==> config.mk <==
export PLATFORM = sky130hd
export DESIGN_NAME = enemy_datapath
export DESIGN_NICKNAME = d
export VERILOG_FILES = /design/src/rtl/enemy_pkg.sv /design/src/rtl/sprite_pixel_iter.sv /design/src/rtl/enemy_datapath.sv
export SDC_FILE = /design/constraint.sdc
export NUM_CORES = 1
export LEC_CHECK = 0
export BUFFER_PORTS_ARGS = -buffer_cell sky130_fd_sc_hd__buf_4
export CORE_ASPECT_RATIO = 1.1
export CORE_MARGIN = 2
export CORE_UTILIZATION = 40
export DETAILED_ROUTE_END_ITERATION = 16
export REMOVE_ABC_BUFFERS = 1
export SYNTH_ARGS = -nofsm -noshare
export SYNTH_HDL_FRONTEND = slang
export SYNTH_SLANG_ARGS = --single-unit
==> constraint.sdc <==
create_clock -name clk -period 3.4 [get_ports clk]
set_clock_uncertainty 0.1 [all_clocks]
set_input_delay 0.17 -clock clk [delete_from_list [all_inputs] [get_ports clk]]
set_output_delay 0.17 -clock clk [all_outputs]
set_load 0.01 [all_outputs]
==> src/rtl/enemy_pkg.sv <==
// Shared constants, FSM/sweep types and the spawn LFSR step for the enemy datapath.
// The optional zigzag motion (ENEMY_ZIGZAG_EN) lives entirely in enemy_datapath.
`timescale 1ns/1ps
package enemy_pkg;

  localparam int         SCREEN_W_DEF     = 160;
  localparam int         SCREEN_H_DEF     = 120;
  localparam int         SPRITE_DEF       = 4;
  localparam int         FRAME_DIV_DEF    = 833333;
  localparam int         STEP_DEF         = 1;
  localparam logic [2:0] ENEMY_COLOUR_DEF = 3'b100;
  localparam logic [2:0] BG_COLOUR_DEF    = 3'b000;
  localparam logic [7:0] LFSR_SEED        = 8'h01;

  typedef enum logic [2:0] {
    IDLE  = 3'd0,
    ERASE = 3'd1,
    MOVE  = 3'd2,
    DRAW  = 3'd3,
    HIDE  = 3'd4
  } enemy_state_e;

  typedef enum logic {
    PATH_SPAWN = 1'b0,
    PATH_MOVE  = 1'b1
  } sweep_path_e;

  // Fibonacci LFSR, taps 8,6,5,4
  function automatic logic [7:0] lfsr_next(input logic [7:0] v);
    return {v[6:0], v[7] ^ v[5] ^ v[4] ^ v[3]};
  endfunction

endpackage

==> src/rtl/sprite_pixel_iter.sv <==
// Row-major (dx fastest) pixel walker over a SPRITE x SPRITE box.
// start arms it at (0,0); each enabled cycle advances one pixel; last marks the final one.
`timescale 1ns/1ps
module sprite_pixel_iter
  import enemy_pkg::*;
#(
  parameter  int SPRITE = SPRITE_DEF,
  localparam int DW     = (SPRITE > 1) ? $clog2(SPRITE) : 1
) (
  input  logic          clk,
  input  logic          resetn,
  input  logic          start,
  input  logic          enable,
  output logic [DW-1:0] dx,
  output logic [DW-1:0] dy,
  output logic          last,
  output logic          active
);

  localparam logic [DW-1:0] MAXC = DW'(SPRITE - 1);

  logic [DW-1:0] dx_q, dx_d;
  logic [DW-1:0] dy_q, dy_d;
  logic          active_q, active_d;

  assign dx     = dx_q;
  assign dy     = dy_q;
  assign active = active_q;
  assign last   = active_q && (dx_q == MAXC) && (dy_q == MAXC);

  // Next pixel position; start has priority over advancing.
  always_comb begin
    dx_d     = dx_q;
    dy_d     = dy_q;
    active_d = active_q;
    if (start) begin
      dx_d     = '0;
      dy_d     = '0;
      active_d = 1'b1;
    end else if (enable && active_q) begin
      if (dx_q == MAXC) begin
        dx_d = '0;
        if (dy_q == MAXC) begin
          dy_d     = '0;
          active_d = 1'b0;
        end else begin
          dy_d = dy_q + 1'b1;
        end
      end else begin
        dx_d = dx_q + 1'b1;
      end
    end else begin
      active_d = active_q;
    end
  end

  // Iterator state registers.
  always_ff @(posedge clk or negedge resetn) begin
    if (!resetn) begin
      dx_q     <= '0;
      dy_q     <= '0;
      active_q <= 1'b0;
    end else begin
      dx_q     <= dx_d;
      dy_q     <= dy_d;
      active_q <= active_d;
    end
  end

endmodule

==> src/rtl/enemy_datapath.sv <==
// Enemy datapath: frame tick, position registers, status flags and erase/redraw sequencer.
// Define ENEMY_ZIGZAG_EN to add horizontal zigzag motion on every move.
`timescale 1ns/1ps
module enemy_datapath
  import enemy_pkg::*;
#(
  parameter int         SCREEN_W     = SCREEN_W_DEF,
  parameter int         SCREEN_H     = SCREEN_H_DEF,
  parameter int         SPRITE       = SPRITE_DEF,
  parameter int         FRAME_DIV    = FRAME_DIV_DEF,
  parameter int         STEP         = STEP_DEF,
  parameter logic [2:0] ENEMY_COLOUR = ENEMY_COLOUR_DEF,
  parameter logic [2:0] BG_COLOUR    = BG_COLOUR_DEF
) (
  input  logic       clk,
  input  logic       resetn,
  input  logic       in_reset_state,
  input  logic       in_update_position_state,
  input  logic [7:0] bullet_x,
  input  logic [6:0] bullet_y,
  input  logic       bullet_active,
  input  logic [7:0] player_x,
  input  logic [6:0] player_y,
  output logic       update_position,
  output logic       bottom_reached,
  output logic       collided_with_bullet,
  output logic       collided_with_player,
  output logic [7:0] enemy_x,
  output logic [6:0] enemy_y,
  output logic [7:0] vga_x,
  output logic [6:0] vga_y,
  output logic [2:0] vga_colour,
  output logic       plot,
  output logic       busy
);

  localparam int         DW     = (SPRITE > 1) ? $clog2(SPRITE) : 1;
  localparam int         CW     = $clog2(FRAME_DIV + 1);
  localparam logic [CW-1:0] RELOAD = CW'(FRAME_DIV - 1);
  localparam logic [7:0] X_MAX  = 8'(SCREEN_W - SPRITE);
  localparam logic [7:0] X_WRAP = 8'(SCREEN_W - SPRITE + 1);
  localparam logic [7:0] Y_MAX  = 8'(SCREEN_H - SPRITE);

  enemy_state_e  state_q, state_d;
  sweep_path_e   path_q, path_d;
  logic [7:0]    ex_q, ex_d;
  logic [6:0]    ey_q, ey_d;
  logic          visible_q, visible_d;
  logic          pending_q, pending_d;
  logic          tick_req_q, tick_req_d;
  logic [CW-1:0] cnt_q, cnt_d;
  logic [7:0]    lfsr_q;
`ifdef ENEMY_ZIGZAG_EN
  logic          dir_q, dir_d;
`endif

  logic [7:0]    spawn_x_s;
  logic [7:0]    ny_s;
  logic          upd_pulse_s;
  logic          iter_start_s, iter_en_s;
  logic [DW-1:0] dx_s, dy_s;
  logic          iter_last_s, iter_active_s;

  sprite_pixel_iter #(.SPRITE(SPRITE)) u_iter (
    .clk    (clk),
    .resetn (resetn),
    .start  (iter_start_s),
    .enable (iter_en_s),
    .dx     (dx_s),
    .dy     (dy_s),
    .last   (iter_last_s),
    .active (iter_active_s)
  );

  assign spawn_x_s   = (lfsr_q <= X_MAX) ? lfsr_q : (lfsr_q - X_WRAP);
  assign ny_s        = {1'b0, ey_q} + 8'(STEP);
  assign upd_pulse_s = tick_req_q && (state_q == IDLE) && !in_reset_state;
  assign iter_en_s   = (state_q == ERASE) || (state_q == DRAW);

  // Frame divider; a tick that lands while busy waits in tick_req and later ticks merge.
  always_comb begin
    if (cnt_q == '0) begin
      cnt_d      = RELOAD;
      tick_req_d = 1'b1;
    end else begin
      cnt_d      = cnt_q - 1'b1;
      tick_req_d = upd_pulse_s ? 1'b0 : tick_req_q;
    end
  end

  // Sequencer next state and position updates.
  always_comb begin
    state_d      = state_q;
    path_d       = path_q;
    ex_d         = ex_q;
    ey_d         = ey_q;
    visible_d    = visible_q;
    pending_d    = pending_q;
    iter_start_s = 1'b0;
`ifdef ENEMY_ZIGZAG_EN
    dir_d        = dir_q;
`endif
    if ((state_q != IDLE) && in_update_position_state) begin
      pending_d = 1'b1;
    end else begin
      pending_d = pending_q;
    end
    case (state_q)
      IDLE: begin
        if (in_reset_state) begin
          pending_d = 1'b0;
          if (visible_q) begin
            state_d = ERASE;
            path_d  = PATH_SPAWN;
          end else begin
            ex_d = spawn_x_s;
            ey_d = 7'd0;
`ifdef ENEMY_ZIGZAG_EN
            dir_d = lfsr_q[0];
`endif
          end
        end else if (in_update_position_state || pending_q) begin
          pending_d = 1'b0;
          path_d    = PATH_MOVE;
          state_d   = visible_q ? ERASE : MOVE;
        end else begin
          state_d = IDLE;
        end
      end
      // The first ERASE cycle arms the iterator; MOVE arms it for DRAW.
      ERASE: begin
        if (!iter_active_s) begin
          iter_start_s = 1'b1;
        end else if (iter_last_s) begin
          state_d = (path_q == PATH_MOVE) ? MOVE : HIDE;
        end else begin
          state_d = ERASE;
        end
      end
      MOVE: begin
        ey_d = (ny_s > Y_MAX) ? Y_MAX[6:0] : ny_s[6:0];
`ifdef ENEMY_ZIGZAG_EN
        if (!dir_q) begin
          if (ex_q >= X_MAX) begin
            dir_d = 1'b1;
          end else begin
            ex_d = ex_q + 8'd1;
          end
        end else begin
          if (ex_q == 8'd0) begin
            dir_d = 1'b0;
          end else begin
            ex_d = ex_q - 8'd1;
          end
        end
`endif
        iter_start_s = 1'b1;
        state_d      = DRAW;
      end
      DRAW: begin
        if (iter_last_s) begin
          visible_d = 1'b1;
          state_d   = IDLE;
        end else if (!iter_active_s) begin
          iter_start_s = 1'b1;
        end else begin
          state_d = DRAW;
        end
      end
      HIDE: begin
        ex_d      = spawn_x_s;
        ey_d      = 7'd0;
        visible_d = 1'b0;
`ifdef ENEMY_ZIGZAG_EN
        dir_d     = lfsr_q[0];
`endif
        state_d   = IDLE;
      end
      default: begin
        state_d = IDLE;
      end
    endcase
  end

  // Plot port driven straight from the sequencer and iterator registers.
  always_comb begin
    plot       = iter_active_s && iter_en_s;
    vga_colour = (state_q == DRAW) ? ENEMY_COLOUR : BG_COLOUR;
    if (plot) begin
      vga_x = ex_q + 8'(dx_s);
      vga_y = ey_q + 7'(dy_s);
    end else begin
      vga_x = 8'd0;
      vga_y = 7'd0;
    end
  end

  logic [8:0] ex9, ey9, bx9, by9, px9, py9, xdist, ydist;
  assign ex9   = {1'b0, ex_q};
  assign ey9   = {2'b00, ey_q};
  assign bx9   = {1'b0, bullet_x};
  assign by9   = {2'b00, bullet_y};
  assign px9   = {1'b0, player_x};
  assign py9   = {2'b00, player_y};
  assign xdist = (ex9 >= px9) ? (ex9 - px9) : (px9 - ex9);
  assign ydist = (ey9 >= py9) ? (ey9 - py9) : (py9 - ey9);

  assign bottom_reached       = visible_q && ({1'b0, ey_q} >= Y_MAX);
  assign collided_with_bullet = visible_q && bullet_active &&
                                (bx9 >= ex9) && (bx9 <= ex9 + 9'(SPRITE - 1)) &&
                                (by9 >= ey9) && (by9 <= ey9 + 9'(SPRITE - 1));
  assign collided_with_player = visible_q && (xdist < 9'(SPRITE)) && (ydist < 9'(SPRITE));

  assign update_position = upd_pulse_s;
  assign busy            = (state_q != IDLE);
  assign enemy_x         = ex_q;
  assign enemy_y         = ey_q;

  // Datapath and sequencer registers.
  always_ff @(posedge clk or negedge resetn) begin
    if (!resetn) begin
      state_q    <= IDLE;
      path_q     <= PATH_MOVE;
      ex_q       <= 8'd0;
      ey_q       <= 7'd0;
      visible_q  <= 1'b0;
      pending_q  <= 1'b0;
      tick_req_q <= 1'b0;
      cnt_q      <= RELOAD;
      lfsr_q     <= LFSR_SEED;
`ifdef ENEMY_ZIGZAG_EN
      dir_q      <= 1'b0;
`endif
    end else begin
      state_q    <= state_d;
      path_q     <= path_d;
      ex_q       <= ex_d;
      ey_q       <= ey_d;
      visible_q  <= visible_d;
      pending_q  <= pending_d;
      tick_req_q <= tick_req_d;
      cnt_q      <= cnt_d;
      lfsr_q     <= lfsr_next(lfsr_q);
`ifdef ENEMY_ZIGZAG_EN
      dir_q      <= dir_d;
`endif
    end
  end

endmodule

==> flow_metrics.tcl <==
set metrics [dict create \
    fin_ws_ns 0.114 \
    yosys.area.top_type_share 0.204 \
    slew_headroom 0.484 \
    clk_path_buf_depth 2 \
    synthTopCellsByCount "ha_1, nor2_1, nand2_1" \
    cp.required_ns 3.13 \
    grt-ovfl-total 0 \
    nets 801 \
    drt_pass1_iterations 4 \
    drt_wl_total_um 13500 \
    crit_slowest_cell "dfrtp_1" \
    clk_pin_slew_ns 0.07 \
    grt_max_degree 56 \
    crit_type "reg2out" \
    critPathMaxFanout 6 \
    rows 43 \
    yosysUniqueCellTypes 67 \
    ys.flop_type "dfrtp_1" \
    status "completed" \
    ant_nets 0 \
    cp_cell_sequence "ha_4, and4_2, a221o_1, a2111oi_4, a211oi_1, or4_1, a2111oi_2, buf_4" \
    setup_viol 0 \
    diodes 0 \
    die_w_um 112 \
    io_buffers 71 \
    syn_area_um2 5150 \
    hold_violations 0 \
    first_iter_violations 379 \
    final_cells 847 \
    cts.htree.levels 2 \
    crit_path_max_incr_delay_ns 0.44 \
    critPathLaunchType "register" \
    synthArstFlopShare 1.00 \
    coreArea_um2 12600 \
    dp_hpwl_um 10700 \
    numCtsBuffers 5 \
    yosysSeqAreaShare 0.270 \
    clock_latency_ns 0.29 \
    yosys_warnings 0 \
    finalWeightedCongestion 0.916 \
    area_delta_synth_final_pct 20.1 \
    num_vias 4646 \
    drc 0 \
    die_area_um2 13800 \
    pin_count 74 \
    syn_avg_cell_area_um2 8.43 \
    synth-seq-cells 55 \
    finalCritPeriodShare 0.966 \
    dp.cells 837 \
    fmax_ghz 0.304 \
    post_cts_buffers 0 \
    vdd_drop_max_uv 259 \
    drv_cap 0 \
    wl_per_cell_um 16.0 \
    end_kind "output port" \
    clkSinkCount 55 \
    synth_edf_count 0 \
    cts_tree "built" \
    slew_violations 0 \
    cellLeakagePower_nw 2.71 \
    cts_root_buf "clkbuf_16" \
    fillers 1231 \
    die_h_um 123 \
    dpl_worst_slack_ns 0.290 \
    crit_arrival_ns 3.02 \
    p_per_area_nw_per_um2 379 \
    ys_top_cells_by_area "dfrtp_1, ha_1, xnor2_1" \
    drive_gt1_frac 0.201 \
    synthCells 611 \
    antenna_found_initial 0 \
    grt_first_pass_wirelength_um 22400 \
    worst_pin_slew_ns 0.773 \
    grt_use_total 0.197 \
    power_mw 2.34 \
    synth_most_common_cell "ha_1" \
    grt_pass1_vias 4561 \
    fin_crit_ns 3.29 \
    synth_top_area_cell "dfrtp_1" \
    routed_via_density 5.49 \
    hp-class "in2reg" \
    start_util 0.409 \
]
-- report_power, final --
group          total [mW]  switching [mW]  internal, mW
registers           0.787          0.0739         0.713
clock network       0.527           0.232         0.295
logic                1.03           0.575         0.454
-- final timing paths --
check,from,endpoint,slack [ns],cells after the start
min in group asynchronous,resetn,cnt_q[11],0.37,2
worst min register to register,lfsr_q[0],lfsr_q[1],0.31,0
max in group asynchronous,resetn,enemy_y[1],2.31,2
worst max register to register,cnt_q[11],cnt_q[19],0.97,7
worst min-delay path,in_update_position_state,pending_q,0.02,3
worst max-delay path,enemy_y[3],collided_with_player,0.11,8
-- cell usage in the layout, fill, tap and decap left out, drive strengths merged, types with 3 or more instances in the layout --
cell type,instances
a2111oi,3
a211oi,5
a21boi,5
a21o,7
a21oi,35
a221oi,3
a311oi,3
and2,6
and3,4
and4,3
buf,90
clkbuf,6
dfrtp,42
dfstp,13
ha,75
inv,44
nand2,48
nand2b,8
nand3,13
nand3b,4
nand4,10
nor2,61
nor2b,7
nor3,21
nor3b,5
nor4,6
o21a,9
o21ai,46
o21bai,3
o22ai,3
o31ai,3
or3,9
or4,4
xnor2,40
xor2,10
-- sequential cells by signal, indices dropped and copies added (netlist names) --
register / flops
tick_req_q: 1
state_q: 3
enemy_y: 7
visible_q: 1
path_q: 1
enemy_x: 8
cnt_q: 20
lfsr_q: 8
pending_q: 1
u_iter.dx: 2
u_iter.active: 1
u_iter.dy: 2
-- cells by family (layout without fill, tap and decap cells) --
kind of cell | count (synthesis) | count (layout) | share of synthesized area
buf+inv | 66 | 144 | 0.0527
flops | 55 | 55 | 0.270
mux | 2 | 2 | 0.00413
compound gates | 146 | 146 | 0.191
xor+xnor | 50 | 50 | 0.0850
simple gates | 214 | 214 | 0.206
fa+ha+maj | 77 | 77 | 0.190
other cells | 1 | 2 | 0.000728
-- layer usage --
metal | vias up | GRT usage | share of wire
met5 | - | 0 | 0
met4 | 0 | 0.0595 | 0.021
met3 | 21 | 0.0250 | 0.040
met2 | 99 | 0.327 | 0.47
met1 | 2205 | 0.270 | 0.46
li1 | 2321 | - | -
-- worst max-delay path: cells and delay by family (launching register included) --
kind	cells	cell delay [ns]
AO/OA/AOI/OAI	4	1.13
adder cells (fa/ha/maj)	1	0.26
buffers and inverters	1	0.17
flip-flops	1	0.44
AND/OR/NAND/NOR	2	0.71
-- stage by stage --
| stage | cell area [µm²] | util | hold WS [ns] | TNS [ns] |
|---|---|---|---|---|
| 2_1_floorplan | 5050 | - | -0.226 | 0 |
| 3_3_place_gp | 5920 | 0.470 | 0.159 | 0 |
| 3_5_place_dp | 5920 | 0.470 | 0.166 | 0 |
| 4_1_cts | 6100 | 0.485 | 0.0271 | 0 |
| 5_1_grt | 6180 | 0.491 | 0.0663 | -0.0114 |
| 6_report | 6180 | 0.491 | 0.0229 | 0 |
-- timing repair --
action,4_1_cts,5_1_grt
resized for setup,1,22
hold buffers,2,0
endpoints found under the hold margin,43,0
pin swaps,0,3
endpoints found under the setup margin,1,2
-- layout make-up --
type	instances	area, µm²	share of cell area
inverters	44	165	0.0267
flip-flops and latches	55	1390	0.225
clock buffers	6	139	0.0225
well taps	157	196	0.0318
repair buffers	92	696	0.112
clock inverters	2	16.3	0.00263
multi-input cells	491	3580	0.579
No activity file was read; power rests on OpenSTA's default activity.
